<file path="src/rtl/fifo_arb_pkg.sv">
// Shared definitions for the FIFO write arbiter.
//   arb_state_e     : arbiter FSM state (IDLE / LOCKED)
//   DEF_NUM_REQ     : default number of requesters
//   DEF_WIDTH       : default data width
//   DEF_TIMEOUT     : default idle cycles before a stalled packet is aborted
package fifo_arb_pkg;

  typedef enum logic {
    ST_IDLE   = 1'b0,
    ST_LOCKED = 1'b1
  } arb_state_e;

  localparam int DEF_NUM_REQ = 4;
  localparam int DEF_WIDTH   = 8;
  localparam int DEF_TIMEOUT = 16;

endpackage

</file>
<file path="src/rtl/rr_priority_select.sv">
// Combinational round-robin priority selector.
// Picks the first asserted request at or after ptr, wrapping modulo N.
//   req     : request vector
//   ptr     : index searched first
//   grant   : one-hot selected request (all-zero when none)
//   any_req : at least one request is asserted
module rr_priority_select #(
  parameter int N     = 4,
  parameter int PTR_W = 2
) (
  input  logic [N-1:0]     req,
  input  logic [PTR_W-1:0] ptr,
  output logic [N-1:0]     grant,
  output logic             any_req
);

  int   idx;
  logic found;

  always_comb begin
    grant   = '0;
    any_req = |req;
    found   = 1'b0;
    idx     = 0;
    for (int i = 0; i < N; i++) begin
      idx = int'(ptr) + i;
      if (idx >= N) idx = idx - N;
      if (!found && req[idx]) begin
        grant[idx] = 1'b1;
        found      = 1'b1;
      end
    end
  end

endmodule

</file>
<file path="src/rtl/fifo_write_arbiter.sv">
// Packet-level arbiter merging NUM_REQ requesters into one FIFO write port.
// A requester is selected round-robin in IDLE, then owns the FIFO until its
// last beat transfers or it stays idle for TIMEOUT cycles.
//
// Handshake: a beat transfers on a rising edge where req_valid_i[k] and
// req_ready_o[k] are both high; valid must not depend on ready. Only the
// owner ever sees ready, and ready follows ~fifo_full_i combinationally, so
// the FIFO is never written while full.
//
// Ports:
//   clk, rst           : clock, synchronous active-high reset
//   req_valid_i        : per-requester beat valid
//   req_last_i         : per-requester last beat of packet (with valid)
//   req_data_i         : requester k data in [k*WIDTH +: WIDTH]
//   req_ready_o        : per-requester accept
//   fifo_full_i        : downstream FIFO full
//   fifo_wr_en_o       : FIFO write strobe
//   fifo_write_data_o  : FIFO write data (owner's slice while LOCKED)
//   grant_o            : one-hot owner, zero when unowned
//   busy_o             : high while LOCKED
//   timeout_err_o      : sticky packet-aborted-by-timeout flag
//   state_dbg_o        : current FSM state
//   rr_ptr_dbg_o       : current round-robin pointer
module fifo_write_arbiter
  import fifo_arb_pkg::*;
#(
  parameter int NUM_REQ = DEF_NUM_REQ,
  parameter int WIDTH   = DEF_WIDTH,
  parameter int TIMEOUT = DEF_TIMEOUT
) (
  input  logic                       clk,
  input  logic                       rst,
  input  logic [NUM_REQ-1:0]         req_valid_i,
  input  logic [NUM_REQ-1:0]         req_last_i,
  input  logic [NUM_REQ*WIDTH-1:0]   req_data_i,
  output logic [NUM_REQ-1:0]         req_ready_o,
  input  logic                       fifo_full_i,
  output logic                       fifo_wr_en_o,
  output logic [WIDTH-1:0]           fifo_write_data_o,
  output logic [NUM_REQ-1:0]         grant_o,
  output logic                       busy_o,
  output logic                       timeout_err_o,
  output arb_state_e                 state_dbg_o,
  output logic [$clog2(NUM_REQ)-1:0] rr_ptr_dbg_o
);

  localparam int PTR_W = $clog2(NUM_REQ);
  localparam int CNT_W = $clog2(TIMEOUT + 1);

  arb_state_e       state_q, state_d;
  logic [PTR_W-1:0] owner_q, owner_d;
  logic [PTR_W-1:0] rr_ptr_q, rr_ptr_d;
  logic [CNT_W-1:0] idle_cnt_q, idle_cnt_d;
  logic             timeout_err_q, timeout_err_d;

  logic [NUM_REQ-1:0] sel_grant;
  logic               sel_any;
  logic [PTR_W-1:0]   sel_idx;
  logic [PTR_W-1:0]   owner_next;
  logic               own_valid;
  logic               own_last;
  logic [WIDTH-1:0]   own_data;
  logic               xfer;

  rr_priority_select #(
    .N     (NUM_REQ),
    .PTR_W (PTR_W)
  ) u_sel (
    .req     (req_valid_i),
    .ptr     (rr_ptr_q),
    .grant   (sel_grant),
    .any_req (sel_any)
  );

  // One-hot grant from the selector converted to an owner index.
  always_comb begin
    sel_idx = '0;
    for (int k = 0; k < NUM_REQ; k++) begin
      if (sel_grant[k]) sel_idx = PTR_W'(k);
    end
  end

  assign owner_next = (owner_q == PTR_W'(NUM_REQ - 1)) ? '0 : owner_q + PTR_W'(1);
  assign own_valid  = req_valid_i[owner_q];
  assign own_last   = req_last_i[owner_q];
  assign own_data   = req_data_i[int'(owner_q)*WIDTH +: WIDTH];
  assign xfer       = (state_q == ST_LOCKED) && own_valid && !fifo_full_i;

  // Next-state logic.
  always_comb begin
    state_d       = state_q;
    owner_d       = owner_q;
    rr_ptr_d      = rr_ptr_q;
    idle_cnt_d    = idle_cnt_q;
    timeout_err_d = timeout_err_q;
    case (state_q)
      ST_IDLE: begin
        idle_cnt_d = '0;
        if (sel_any) begin
          owner_d = sel_idx;
          state_d = ST_LOCKED;
        end
      end
      ST_LOCKED: begin
        if (own_valid) begin
          // Backpressured beats keep the owner alive: valid clears the count.
          idle_cnt_d = '0;
          if (xfer && own_last) begin
            state_d  = ST_IDLE;
            rr_ptr_d = owner_next;
          end
        end else if (idle_cnt_q == CNT_W'(TIMEOUT - 1)) begin
          // This cycle is the TIMEOUT-th consecutive idle one: abort.
          state_d       = ST_IDLE;
          rr_ptr_d      = owner_next;
          idle_cnt_d    = '0;
          timeout_err_d = 1'b1;
        end else begin
          idle_cnt_d = idle_cnt_q + CNT_W'(1);
        end
      end
      default: begin
        state_d = ST_IDLE;
      end
    endcase
  end

  always_ff @(posedge clk) begin
    if (rst) begin
      state_q       <= ST_IDLE;
      owner_q       <= '0;
      rr_ptr_q      <= '0;
      idle_cnt_q    <= '0;
      timeout_err_q <= 1'b0;
    end else begin
      state_q       <= state_d;
      owner_q       <= owner_d;
      rr_ptr_q      <= rr_ptr_d;
      idle_cnt_q    <= idle_cnt_d;
      timeout_err_q <= timeout_err_d;
    end
  end

  // Outputs are forced low while rst is high so a reset mid-packet can never
  // produce one more FIFO write in the cycle it is asserted.
  always_comb begin
    req_ready_o       = '0;
    grant_o           = '0;
    fifo_wr_en_o      = 1'b0;
    fifo_write_data_o = '0;
    busy_o            = 1'b0;
    if (!rst && state_q == ST_LOCKED) begin
      grant_o[owner_q]     = 1'b1;
      req_ready_o[owner_q] = !fifo_full_i;
      fifo_wr_en_o         = own_valid && !fifo_full_i;
      fifo_write_data_o    = own_data;
      busy_o               = 1'b1;
    end
  end

  assign timeout_err_o = timeout_err_q && !rst;
  assign state_dbg_o   = state_q;
  assign rr_ptr_dbg_o  = rr_ptr_q;

endmodule

</file>
<file path="config.mk">
export PLATFORM = sky130hd
export DESIGN_NAME = fifo_write_arbiter
export DESIGN_NICKNAME = d
export VERILOG_FILES = /design/src/rtl/fifo_arb_pkg.sv /design/src/rtl/rr_priority_select.sv /design/src/rtl/fifo_write_arbiter.sv
export SDC_FILE = /design/constraint.sdc
export NUM_CORES = 1
export LEC_CHECK = 0
export BUFFER_PORTS_ARGS = -buffer_cell sky130_fd_sc_hd__buf_2
export CAP_MARGIN = 10
export CORE_ASPECT_RATIO = 1.1
export CORE_MARGIN = 5
export CORE_UTILIZATION = 35
export CTS_CLUSTER_SIZE = 24
export DETAILED_ROUTE_END_ITERATION = 12
export GPL_TIMING_DRIVEN = 0
export HOLD_SLACK_MARGIN = 0.05
export PLACE_DENSITY = 0.71
export SETUP_SLACK_MARGIN = 0.5
export SYNTH_ARGS = -nofsm -noshare
export SYNTH_HDL_FRONTEND = slang
export SYNTH_HIERARCHICAL = 1
export SYNTH_SLANG_ARGS = --single-unit
</file>
<file path="constraint.sdc">
create_clock -name clk -period 6.71 [get_ports clk]
set_input_delay 1.0065 -clock clk [delete_from_list [all_inputs] [get_ports clk]]
set_output_delay 1.0065 -clock clk [all_outputs]
set_load 0.005 [all_outputs]
</file>
Word level (Yosys, flattened, before mapping)
Index checks and enable logic that the tools add are counted.
- add/subtract/negate cells: 9
- magnitude comparators: 14
- eq/ne operators: 3
- shift operators: 1
- mux-type cells: 57
- bitwise logic cells: 6
- reduce and logical (&&, ||, !) cells: 24
- operators by type and width (cell ; count):
    greater-or-equal comparator 32 x 1 -> 1 bit (second input constant) ; 4
    < comparator 32 x 4 -> 1 bit (second input constant) ; 4
    two-way mux 32 bit ; 4
    greater-or-equal comparator 32 x 4 -> 1 bit (second input constant) ; 3
    subtractor 32 x 4 -> 32 bit (second input constant) ; 3
    indexed part select 32 x 6 -> 8 bit ; 1
    two-way mux 1 bit ; 25
    two-way mux 4 bit ; 6
    logical AND 1 bit ; 14
    binary-select mux 1 bit (select 2 bit) ; 6
    two-way mux 2 bit ; 6
    bitwise OR 4 bit ; 3
    demux 1 bit (select 2 bit) ; 5
    two-way mux 5 bit ; 2
    case mux 5 bit (2 select lines) ; 1
    two-way mux 8 bit ; 1
    adder 2 x 2 -> 3 bit (second input constant) ; 2
    AND reduction 3 bit ; 2
    adder 5 x 1 -> 5 bit (second input constant) ; 1
    == test 5 x 4 -> 1 bit (second input constant) ; 1
    logical NOT 1 bit ; 5
    bitwise AND 4 bit ; 1
    OR reduction 4 bit ; 1
    subtractor 2 x 3 -> 4 bit (second input constant) ; 1
    11 further kinds ; 12
- register bits: 11
- input port bits: 43
- output and inout bits: 22

Logic depth before layout (Yosys ltp)
Gate-level depths: netlist of the first run.
- word-level depth: 18
- depth in mapped cells: 10
- mapped depth without buffers: 10

Cells and area by module
The synthesis of the first run kept the hierarchy.
- modules (own cells, without submodules) (module ; instances ; cells each ; area each (um2) ; sequential area each (um2)):
    fifo_write_arbiter ; 1 ; 90 ; 892.1 ; 220.2
    rr_priority_select ; 1 ; 39 ; 365.4 ; 0.0

Worst setup path before layout of the first run
OpenSTA, ideal clock, no wires.
- kind: in2out
- start point: input port rst
- end point: output port fifo_write_data_o[0]
- arrival time: 1838 ps
- path slack: 3866 ps
- cell stages on the path: 4
- path through: clkbuf_1 nor2b_1 clkbuf_1 and2_1
- longest elaborated chain between the ends: 3
- ends and longest elaborated chain (element ; RTL line ; source):
    start, declared ; fifo_write_arbiter.sv:32 ; input logic rst,
    logical NOT 1 bit ; fifo_write_arbiter.sv:152 ; if (!rst && state_q == ST_LOCKED) begin
    logical AND 1 bit ; fifo_write_arbiter.sv:152 ;
    two-way mux 8 bit ; fifo_write_arbiter.sv:152 ;
    end, declared ; fifo_write_arbiter.sv:39 ; output logic [WIDTH-1:0] fifo_write_data_o,
No other way between the ends.

Final worst setup path of the first run
Ends and elaborated chain as after synthesis.

==> run_results.csv, run 1 <==
group,metric,value,unit
floorplan,die_height,72.3,µm
yosys,synth-warning-count,6,
pwr,power.total,0.236,mW
place,routabilityCongestion,0.826,
setup_path,setup.worst_path.class,"in -> out",
yosys,netlist_instances,125,
finish,diodes,0,
global_routing,global_route.usage.met3,0.0542,
finish,share_of_final_layout_standard_cells_stronger_than_drive_strength_1,0.427,
pwr,power_density,145,mW/mm²
clocking,cts.repair.resized,0,
place,placement.cell_area,0.00161,mm²
drt,drt-wirelength-per-cell,13.8,µm
floorplan,floorplan.initialDensity,0.367,
floorplan,die_footprint,0.00481,mm²
worst_hold_path,worst_hold_path_type,"reg -> reg",
timing,max-slew-margin-rel,0.657,
clocking,h-tree-depth,1,
drt,first_pass_iteration_count_of_the_detailed_router,4,
finish,filler_cells,352,
finish,area_delta_synth_final,32.6,%
global_routing,grt_remaining_overflow,0,
pwr,combinationalPowerShare,0.472,
global_routing,grt_pass1_wl,5210,µm
timing,post-route-min-period,3210,ps
drt,wirelength,3310,µm
timing,setup_viol,0,
timing,min_period_over_period,0.478,
pwr,net-switching-power,0.0811,mW
global_routing,pin_count_of_the_biggest_net_entering_global_routing,13,
run_status,status,"complete, no violations",
pwr,ir_drop,95.5,µV
pwr,share_clk_of_total_power,0.188,
global_routing,antenna_violations_before_repair,0,
setup_path,required,5700,ps
drt,drcViolationCount,0,
timing,grt_setup_unrepaired,"no",
timing,max_freq,0.312,GHz
pwr,power.sequential.fraction,0.340,
clocking,cts_sinks,11,
clocking,tritoncts_clock_tree,"yes",
pwr,power_leakage,0.772,nW
timing,clock_skew,2.14,ps
timing,report.final.hold_viol_count,0,
setup_path,startpoint_types,"input pin",
global_routing,grt_use_met1,0.138,
yosys,syn_area_per_cell,9.87,µm²
floorplan,io-pin-count,65,
clocking,max-clock-path-buffers,2,
place,io_buffer_count,63,
finish,multi_input_area,941,µm²
pwr,cellInternalPower,0.155,mW
floorplan,die_width,66.6,µm
clocking,post-cts-setup-buffers,0,
global_routing,global_route.usage.total,0.135,
drt,detailroute.via_count,1212,
place,hpwl_after_dpl,2820,µm
finish,seqCellArea,220,µm²
global_routing,busiest_layer,"met2",
finish,net_count_final,250,
finish,mostFrequentLayoutCell,"sky130_fd_sc_hd__buf_2",
clocking,insertion_delay,270,ps
drt,drt_first_iter_violations,24,
setup_path,critical_path_peak_fanout,10,
finish,utilization_after_layout,0.487,
floorplan,core,0.00336,mm²
finish,layout.cells.most_common_list,"64 x sky130_fd_sc_hd__buf_2, 14 x sky130_fd_sc_hd__ha_1, 12 x sky130_fd_sc_hd__inv_1, 12 x sky130_fd_sc_hd__mux4_2, 12 x sky130_fd_sc_hd__and2_1",
drt,ant_nets,0,
yosys,mappedNetlistArea,0.00123,mm²
pwr,power.switching_fraction,0.343,
clocking,ctsHoldBuffers,0,
finish,stdcell_area,0.00164,mm²
floorplan,rows,22,
timing,worst_margin_pin_slew,514,ps
clocking,cts_made_buffers,3,
clocking,cts-root-buf,"sky130_fd_sc_hd__clkbuf_4",
finish,final_cell_count_no_fill,240,
timing,setup_total_negative_slack,0,ps
timing,drv_slew,0,
run,max-cap-violations,0,
place,place.detailed.instances,236,
setup_path,cp_data_arrival_time,2200,ps
drt,post_drt_via_cell_ratio,5.05,
yosys,syn-num-nets,182,
clocking,path_clk_slew,70,ps
global_routing,vias_in_the_first_global_route,1242,
global_routing,gr-usage-met2,0.250,
setup_path,crit_path_end_kind,"output port",
-- per-stage QoR --
step	hold WS (ps)	setup WS, ps
3_3_place_gp	432	3490
2_1_floorplan	418	3870
5_1_grt	474	3320
3_5_place_dp	437	3480
4_1_cts	451	3480
6_report	446	3500
-- registers in the layout, indices dropped and copies added, names as in the netlist --
register       count
timeout_err_q      1
rr_ptr_dbg_o       2
idle_cnt_q         5
state_dbg_o        1
owner_q            2
-- worst max-delay path, cell delays in order --
cell	delay [ps]
sky130_fd_sc_hd__clkbuf_1	190
sky130_fd_sc_hd__nor2b_1	360
sky130_fd_sc_hd__clkbuf_1	350
sky130_fd_sc_hd__and2_1	190
sky130_fd_sc_hd__buf_2	110
-- layout make-up --
cell class,instances,share of cell area
multi-input combinational,97,0.575
timing repair buffer,63,0.193
sequential,11,0.135
tap,48,0.0367
inverter,12,0.0275
buffer,5,0.0168
clock buffer,4,0.0161
-- path summary, 6_finish.rpt --
| path | startpoint | to | slack (ps) | depth (start not counted) |
|---|---|---|---|---|
| min | idle_cnt_q[0]$_SDFF_PP0_ | idle_cnt_q[0]$_SDFF_PP0_ | 450 | 1 |
| max | rst | fifo_write_data_o[0] | 3500 | 5 |
| max reg2reg | rr_ptr_dbg_o[0]$_SDFFE_PP0P_ | owner_q[0]$_SDFFE_PP0P_ | 4220 | 9 |
| min reg2reg | idle_cnt_q[0]$_SDFF_PP0_ | idle_cnt_q[0]$_SDFF_PP0_ | 450 | 1 |
-- per-layer routing --
metal	wire, µm	vias to the layer above
li1	-	590
met4	38	0
met3	492	6
met1	1270	545
met2	1510	71
met5	0	-
-- power by group through the flow --
stage | sequential (mW) | clock (mW) | combinational (mW)
after global placement | 0.0824 | 0 | 0.110
after global routing | 0.0821 | 0.0478 | 0.125
after CTS | 0.0809 | 0.0459 | 0.114
after detailed placement | 0.0826 | 0 | 0.113
after floorplan | 0.0791 | 0 | 0.0796
final | 0.0804 | 0.0444 | 0.112
(Power assumes the default switching activity.)
==> run 2: changes to the inputs <==
==> constraint.sdc (replaced) <==
create_clock -name clk -period 3.1 [get_ports clk]
set_input_delay 0.465 -clock clk [delete_from_list [all_inputs] [get_ports clk]]
set_output_delay 0.465 -clock clk [all_outputs]
set_load 0.005 [all_outputs]
==> run 2 against run 1 <==
  * Clock-buffer cell count did not move
  * Non-clock buffer count did not move
  * Final cell count did not move
  * First-iteration DRC count did not move
  * Global-route usage did not move
  * Sequential share of layout area rose by 0.066 points
  * Register-to-register slack got worse by 3500 ps
  * Sequential power rose by 120%
  * Clock skew did not move
  * Critical path depth fell by 1
  * Die area did not move
==> run_results.csv, run 2 (synthesis results as in run 1) <==
group,metric,value,unit
clocking,insertion_delay,270,ps
floorplan,die_height,72.3,µm
clocking,ctsHoldBuffers,0,
global_routing,gr-usage-met2,0.250,
pwr,power.total,0.512,mW
floorplan,die_width,66.6,µm
clocking,cts.repair.resized,0,
floorplan,core,0.00336,mm²
setup_path,reg2reg_from,"rr_ptr_dbg_o[1]$_SDFFE_PP0P_",
setup_path,worst-r2r-cell-count,9,
setup_path,timing.critical_path.max_delay_family,"multiplexers",
floorplan,floorplan.initialDensity,0.367,
timing,setup_viol,0,
pwr,power_leakage,0.773,nW
floorplan,rows,22,
finish,mostFrequentLayoutCell,"sky130_fd_sc_hd__buf_2",
run,max-cap-violations,0,
global_routing,pin_count_of_the_biggest_net_entering_global_routing,13,
clocking,h-tree-depth,1,
drt,ant_nets,0,
finish,share_of_final_layout_standard_cells_stronger_than_drive_strength_1,0.432,
worst_hold_path,hold-path-endpoint,"idle_cnt_q[0]$_SDFF_PP0_",
drt,detailroute.via_count,1212,
setup_path,critical-path-top-cell-by-count,"sky130_fd_sc_hd__buf_2",
place,worst_slack_placed,537,ps
drt,drt_first_iter_violations,24,
setup_path,crit_path_cell_trace,"buf_2 > mux4_2 > and2_1 > buf_2",
timing,min_period_over_period,0.784,
timing,setup_total_negative_slack,0,ps
setup_path,critical-path-max-stage-delay,540,ps
drt,first_pass_iteration_count_of_the_detailed_router,4,
drt,post_drt_via_cell_ratio,5.05,
global_routing,vias_in_the_first_global_route,1242,
drt,wirelength,3310,µm
drt,drt-wirelength-per-cell,13.8,µm
setup_path,startpoint_types,"flop",
finish,largest_reg_by_ff_count,"idle_cnt_q",
finish,largest_register_ff_count,5,
finish,diodes,0,
clocking,post-cts-setup-buffers,0,
global_routing,grt_use_met1,0.138,
setup_path,cp_data_arrival_time,1960,ps
clocking,tritoncts_clock_tree,"yes",
global_routing,global_route.usage.met3,0.0542,
timing,report.final.hold_viol_count,0,
drt,drcViolationCount,0,
setup_path,cpMaxStageDelayCell,"sky130_fd_sc_hd__mux4_2",
run_status,status,"complete, no violations",
setup_path,crit_path_end_kind,"output port",
timing,finalWorstSetupSlack,671,ps
timing,clock_skew,2.14,ps
worst_hold_path,worstHoldStart,"idle_cnt_q[0]$_SDFF_PP0_",
timing,max_freq,0.412,GHz
finish,net_count_final,250,
global_routing,busiest_layer,"met2",
timing,grt_setup_unrepaired,"no",
place,hpwl_after_dpl,2820,µm
clocking,path_clk_slew,70,ps
timing,worst_margin_pin_slew,514,ps
floorplan,io-pin-count,65,
setup_path,required,2630,ps
timing,max-slew-margin-rel,0.657,
global_routing,global_route.usage.total,0.135,
clocking,cts_sinks,11,
global_routing,grt_remaining_overflow,0,
setup_path,reg2reg_slack,750,ps
place,io_buffer_count,63,
setup_path,crit_buf_inv,2,
place,routabilityCongestion,0.826,
pwr,power_density,313,mW/mm²
floorplan,die_footprint,0.00481,mm²
worst_hold_path,timing.hold.worst_path_depth,1,
timing,post-route-min-period,2430,ps
setup_path,critical_path_peak_fanout,10,
setup_path,setup.worst_path.class,"reg -> out",
worst_hold_path,worst_hold_path_type,"reg -> reg",
clocking,max-clock-path-buffers,2,
clocking,cts_made_buffers,3,
setup_path,rr_endpoint,"owner_q[0]$_SDFFE_PP0P_",
timing,drv_slew,0,
global_routing,antenna_violations_before_repair,0,
clocking,cts-root-buf,"sky130_fd_sc_hd__clkbuf_4",
finish,layout.cells.most_common_list,"64 x sky130_fd_sc_hd__buf_2, 14 x sky130_fd_sc_hd__ha_1, 12 x sky130_fd_sc_hd__inv_1, 12 x sky130_fd_sc_hd__mux4_2, 12 x sky130_fd_sc_hd__and2_1",
global_routing,grt_pass1_wl,5210,µm
finish,area_delta_synth_final,32.7,%
pwr,ir_drop,207,µV
-- run 2: worst max path at each step --
stage	start	endpoint	slack, ps	cells after the start
3_5_place_dp	rr_ptr_dbg_o[0]$_SDFFE_PP0P_	owner_q[0]$_SDFFE_PP0P_	540	9
4_1_cts	rr_ptr_dbg_o[0]$_SDFFE_PP0P_	owner_q[0]$_SDFFE_PP0P_	540	9
3_3_place_gp	rr_ptr_dbg_o[0]$_SDFFE_PP0P_	owner_q[0]$_SDFFE_PP0P_	630	9
5_1_grt	rr_ptr_dbg_o[1]$_SDFFE_PP0P_	owner_q[0]$_SDFFE_PP0P_	520	10
6_report	owner_q[0]$_SDFFE_PP0P_	fifo_write_data_o[0]	670	4
2_1_floorplan	rr_ptr_dbg_o[0]$_SDFFE_PP0P_	owner_q[0]$_SDFFE_PP0P_	870	9
-- run 2: where the power goes --
group / total [mW] / internal [mW] / switching (mW)
Sequential: 0.174 / 0.151 / 0.0230
Combinational: 0.242 / 0.135 / 0.106
Clock: 0.0961 / 0.0498 / 0.0464
Total: 0.512 / 0.337 / 0.176
-- run 2: worst register-to-register path, cell delays in order, from the launching register on --
cell and delay, ps:
sky130_fd_sc_hd__dfxtp_1 530, sky130_fd_sc_hd__inv_1 170, sky130_fd_sc_hd__ha_1 340, sky130_fd_sc_hd__mux4_2 370, sky130_fd_sc_hd__nor4b_4 330, sky130_fd_sc_hd__nand2_1 90, sky130_fd_sc_hd__o211ai_1 120, sky130_fd_sc_hd__o21ai_0 100
sky130_fd_sc_hd__o22ai_1 140, sky130_fd_sc_hd__nor2_1 50
-- run 2: per-stage QoR --
stage	hold WS, ps	utilization	cells	cell area [µm²]
floorplan	418	-	125	1230
global placement	432	0.479	236	1610
detailed placement	437	0.479	236	1610
CTS	451	0.487	240	1640
global route	474	0.487	240	1640
finish	446	0.487	240	1640
-- run 2: routing by layer --
metal  up-vias  share of wire
met4         0          0.011
met3         6           0.15
li1        590              -
met5         -              0
met2        71           0.46
met1       545           0.38
-- run 2: cell type report --
type	instances	area, µm²
Sequential cell	11	221
Clock buffer	4	26.3
Buffer	5	27.5
Multi-Input combinational cell	97	941
Tap cell	48	60.1
Fill cell	351	1720
Timing Repair Buffer	63	315
Inverter	12	45.0
==> run 3: changes to the inputs <==
--- a/config.mk
+++ b/config.mk
@@ -14,7 +14,7 @@
 export DETAILED_ROUTE_END_ITERATION = 12
 export GPL_TIMING_DRIVEN = 0
 export HOLD_SLACK_MARGIN = 0.05
-export PLACE_DENSITY = 0.71
+export PLACE_DENSITY = 0.74
 export SETUP_SLACK_MARGIN = 0.5
 export SYNTH_ARGS = -nofsm -noshare
 export SYNTH_HDL_FRONTEND = slang
==> constraint.sdc (replaced) <==
create_clock -name clk -period 2.2 [get_ports clk]
set_input_delay 0.33 -clock clk [delete_from_list [all_inputs] [get_ports clk]]
set_output_delay 0.33 -clock clk [all_outputs]
set_load 0.005 [all_outputs]
==> run 3 against run 2 <==
  * Clock skew grew 7.9 ps
  * Routed wire length increased by 19%
  * Clock power grew 44%
  * Critical path depth is 5 higher
  * Sequential power up 44%
  * Largest power group unchanged
==> run_results.csv, run 3 (synthesis results as in run 1) <==
group,metric,value,unit
run_status,status,"complete, no violations",
clocking,cts_sinks,11,
drt,wirelength,3930,µm
finish,largest_register_ff_count,5,
floorplan,die_height,72.3,µm
finish,area_delta_synth_final,64.9,%
clocking,tritoncts_clock_tree,"yes",
clocking,cts-root-buf,"sky130_fd_sc_hd__clkbuf_4",
drt,ant_nets,0,
drt,met2_layer_wire_length_in_the_routed_design,1960,µm
timing,report.final.hold_viol_count,0,
global_routing,global_route.usage.total,0.151,
clocking,max-clock-path-buffers,2,
drt,drt-wirelength-per-cell,15.2,µm
setup_path,required,2350,ps
finish,mostFrequentLayoutCell,"sky130_fd_sc_hd__buf_2",
floorplan,die_footprint,0.00481,mm²
floorplan,die_width,66.6,µm
setup_path,crit_path_cell_trace,"inv_4 > ha_4 > mux4_2 > nor4b_4 > nand2_1 > o211ai_1 > o21ai_1 > o22ai_1 > nor2_1",
clocking,ctsHoldBuffers,0,
finish,diodes,0,
timing,max_freq,0.502,GHz
global_routing,vias_in_the_first_global_route,1306,
timing,setup_total_negative_slack,0,ps
setup_path,cp_data_arrival_time,2140,ps
timing,min_period_over_period,0.906,
floorplan,floorplan.initialDensity,0.367,
floorplan,core,0.00336,mm²
setup_path,crit_buf_inv,1,
clocking,h-tree-depth,1,
floorplan,rows,22,
floorplan,io-pin-count,65,
timing,drv_slew,0,
clocking,path_clk_slew,70,ps
drt,first_pass_iteration_count_of_the_detailed_router,4,
setup_path,crit_path_end_kind,"flop",
place,io_buffer_count,63,
timing,max-slew-margin-rel,0.665,
setup_path,cpMaxStageDelayCell,"sky130_fd_sc_hd__dfxtp_4",
run,max-cap-violations,0,
clocking,cts_made_buffers,3,
drt,met1_length,1390,µm
drt,drcViolationCount,0,
place,place.detailed.instances,236,
setup_path,critical_path_peak_fanout,6,
timing,worst_margin_pin_slew,503,ps
drt,top_signal_layer_used,"met4",
timing,clock_skew,10.0,ps
drt,post_drt_via_cell_ratio,5.08,
timing,post-route-min-period,1990,ps
drt,drt_first_iter_violations,52,
setup_path,startpoint_types,"flop",
finish,final_cell_count_no_fill,259,
global_routing,pin_count_of_the_biggest_net_entering_global_routing,11,
global_routing,antenna_violations_before_repair,0,
place,routabilityCongestion,0.757,
pwr,power_leakage,0.934,nW
global_routing,grt_remaining_overflow,0,
clocking,insertion_delay,270,ps
drt,met3_length,528,µm
worst_hold_path,worst_hold_path_type,"reg -> reg",
setup_path,setup.worst_path.class,"reg -> reg",
finish,layout.cells.most_common_list,"57 x sky130_fd_sc_hd__buf_2, 13 x sky130_fd_sc_hd__mux4_2, 12 x sky130_fd_sc_hd__buf_4",
pwr,power_density,457,mW/mm²
setup_path,timing.critical_path.max_delay_family,"simple AND/OR/NAND/NOR gates",
place,hpwl_after_dpl,2820,µm
drt,detailroute.via_count,1316,
finish,largest_reg_by_ff_count,"idle_cnt_q",
finish,share_of_final_layout_standard_cells_stronger_than_drive_strength_1,0.621,
timing,setup_viol,0,
pwr,ir_drop,311,µV
timing,grt_setup_unrepaired,"yes",
finish,net_count_final,269,
pwr,power.total,0.929,mW
global_routing,grt_pass1_wl,5710,µm
setup_path,critical-path-max-stage-delay,420,ps
-- run 3: stage by stage --
| stage | hold WS, ps | cell area [µm²] | setup WS [ps] | utilization |
|---|---|---|---|---|
| global placement | 431 | 1630 | 159 | 0.487 |
| finish | 455 | 2030 | 207 | 0.606 |
| CTS | 455 | 1810 | 223 | 0.538 |
| global route | 481 | 2030 | 100 | 0.606 |
| detailed placement | 443 | 1630 | 139 | 0.487 |
| floorplan | 418 | 1260 | 297 | - |
-- run 3: worst reg2reg max path: stages (launching register included) --
cell and delay, ps:
sky130_fd_sc_hd__dfxtp_4 420, sky130_fd_sc_hd__inv_4 50, sky130_fd_sc_hd__ha_4 260, sky130_fd_sc_hd__mux4_2 350, sky130_fd_sc_hd__nor4b_4 310, sky130_fd_sc_hd__nand2_1 90, sky130_fd_sc_hd__o211ai_1 120, sky130_fd_sc_hd__o21ai_1 100
sky130_fd_sc_hd__o22ai_1 130, sky130_fd_sc_hd__nor2_1 50
-- run 3: final cells by class --
| type | instances | area [µm²] |
|---|---|---|
| Tap cell | 48 | 60.1 |
| Fill cell | 281 | 1320 |
| Clock buffer | 4 | 26.3 |
| Buffer | 5 | 57.6 |
| Multi-Input combinational cell | 97 | 1040 |
| Timing Repair Buffer | 82 | 557 |
| Sequential cell | 11 | 236 |
| Inverter | 12 | 55.1 |
-- run 3: worst paths after layout --
path / start / endpoint / slack [ps] / depth (start not counted)
min reg2reg: idle_cnt_q[0]$_SDFF_PP0_ / idle_cnt_q[0]$_SDFF_PP0_ / 450 / 1
max reg2reg: rr_ptr_dbg_o[0]$_SDFFE_PP0P_ / owner_q[0]$_SDFFE_PP0P_ / 210 / 9
min: idle_cnt_q[0]$_SDFF_PP0_ / idle_cnt_q[0]$_SDFF_PP0_ / 450 / 1
max: rr_ptr_dbg_o[0]$_SDFFE_PP0P_ / owner_q[0]$_SDFFE_PP0P_ / 210 / 9
-- run 3: power by group --
group	leakage, nW	switching, mW	internal [mW]
combinational	0.826	0.212	0.331
clock	0.0150	0.0674	0.0702
sequential	0.0926	0.0335	0.216
-- run 3: timing repair --
| action | 4_1_cts | 5_1_grt |
|---|---|---|
| gates resized for setup | 17 | 37 |
| setup buffers | 11 | 7 |
| gates cloned | 0 | 1 |
| endpoints found under the setup margin | 29 | 25 |
| pin swaps | 7 | 12 |
-- run 3: layer usage --
| metal | track usage | up-vias |
|---|---|---|
| met1 | 0.162 | 606 |
| li1 | - | 630 |
| met2 | 0.276 | 76 |
| met4 | 0.0361 | 0 |
| met3 | 0.0557 | 4 |
| met5 | 0 | - |
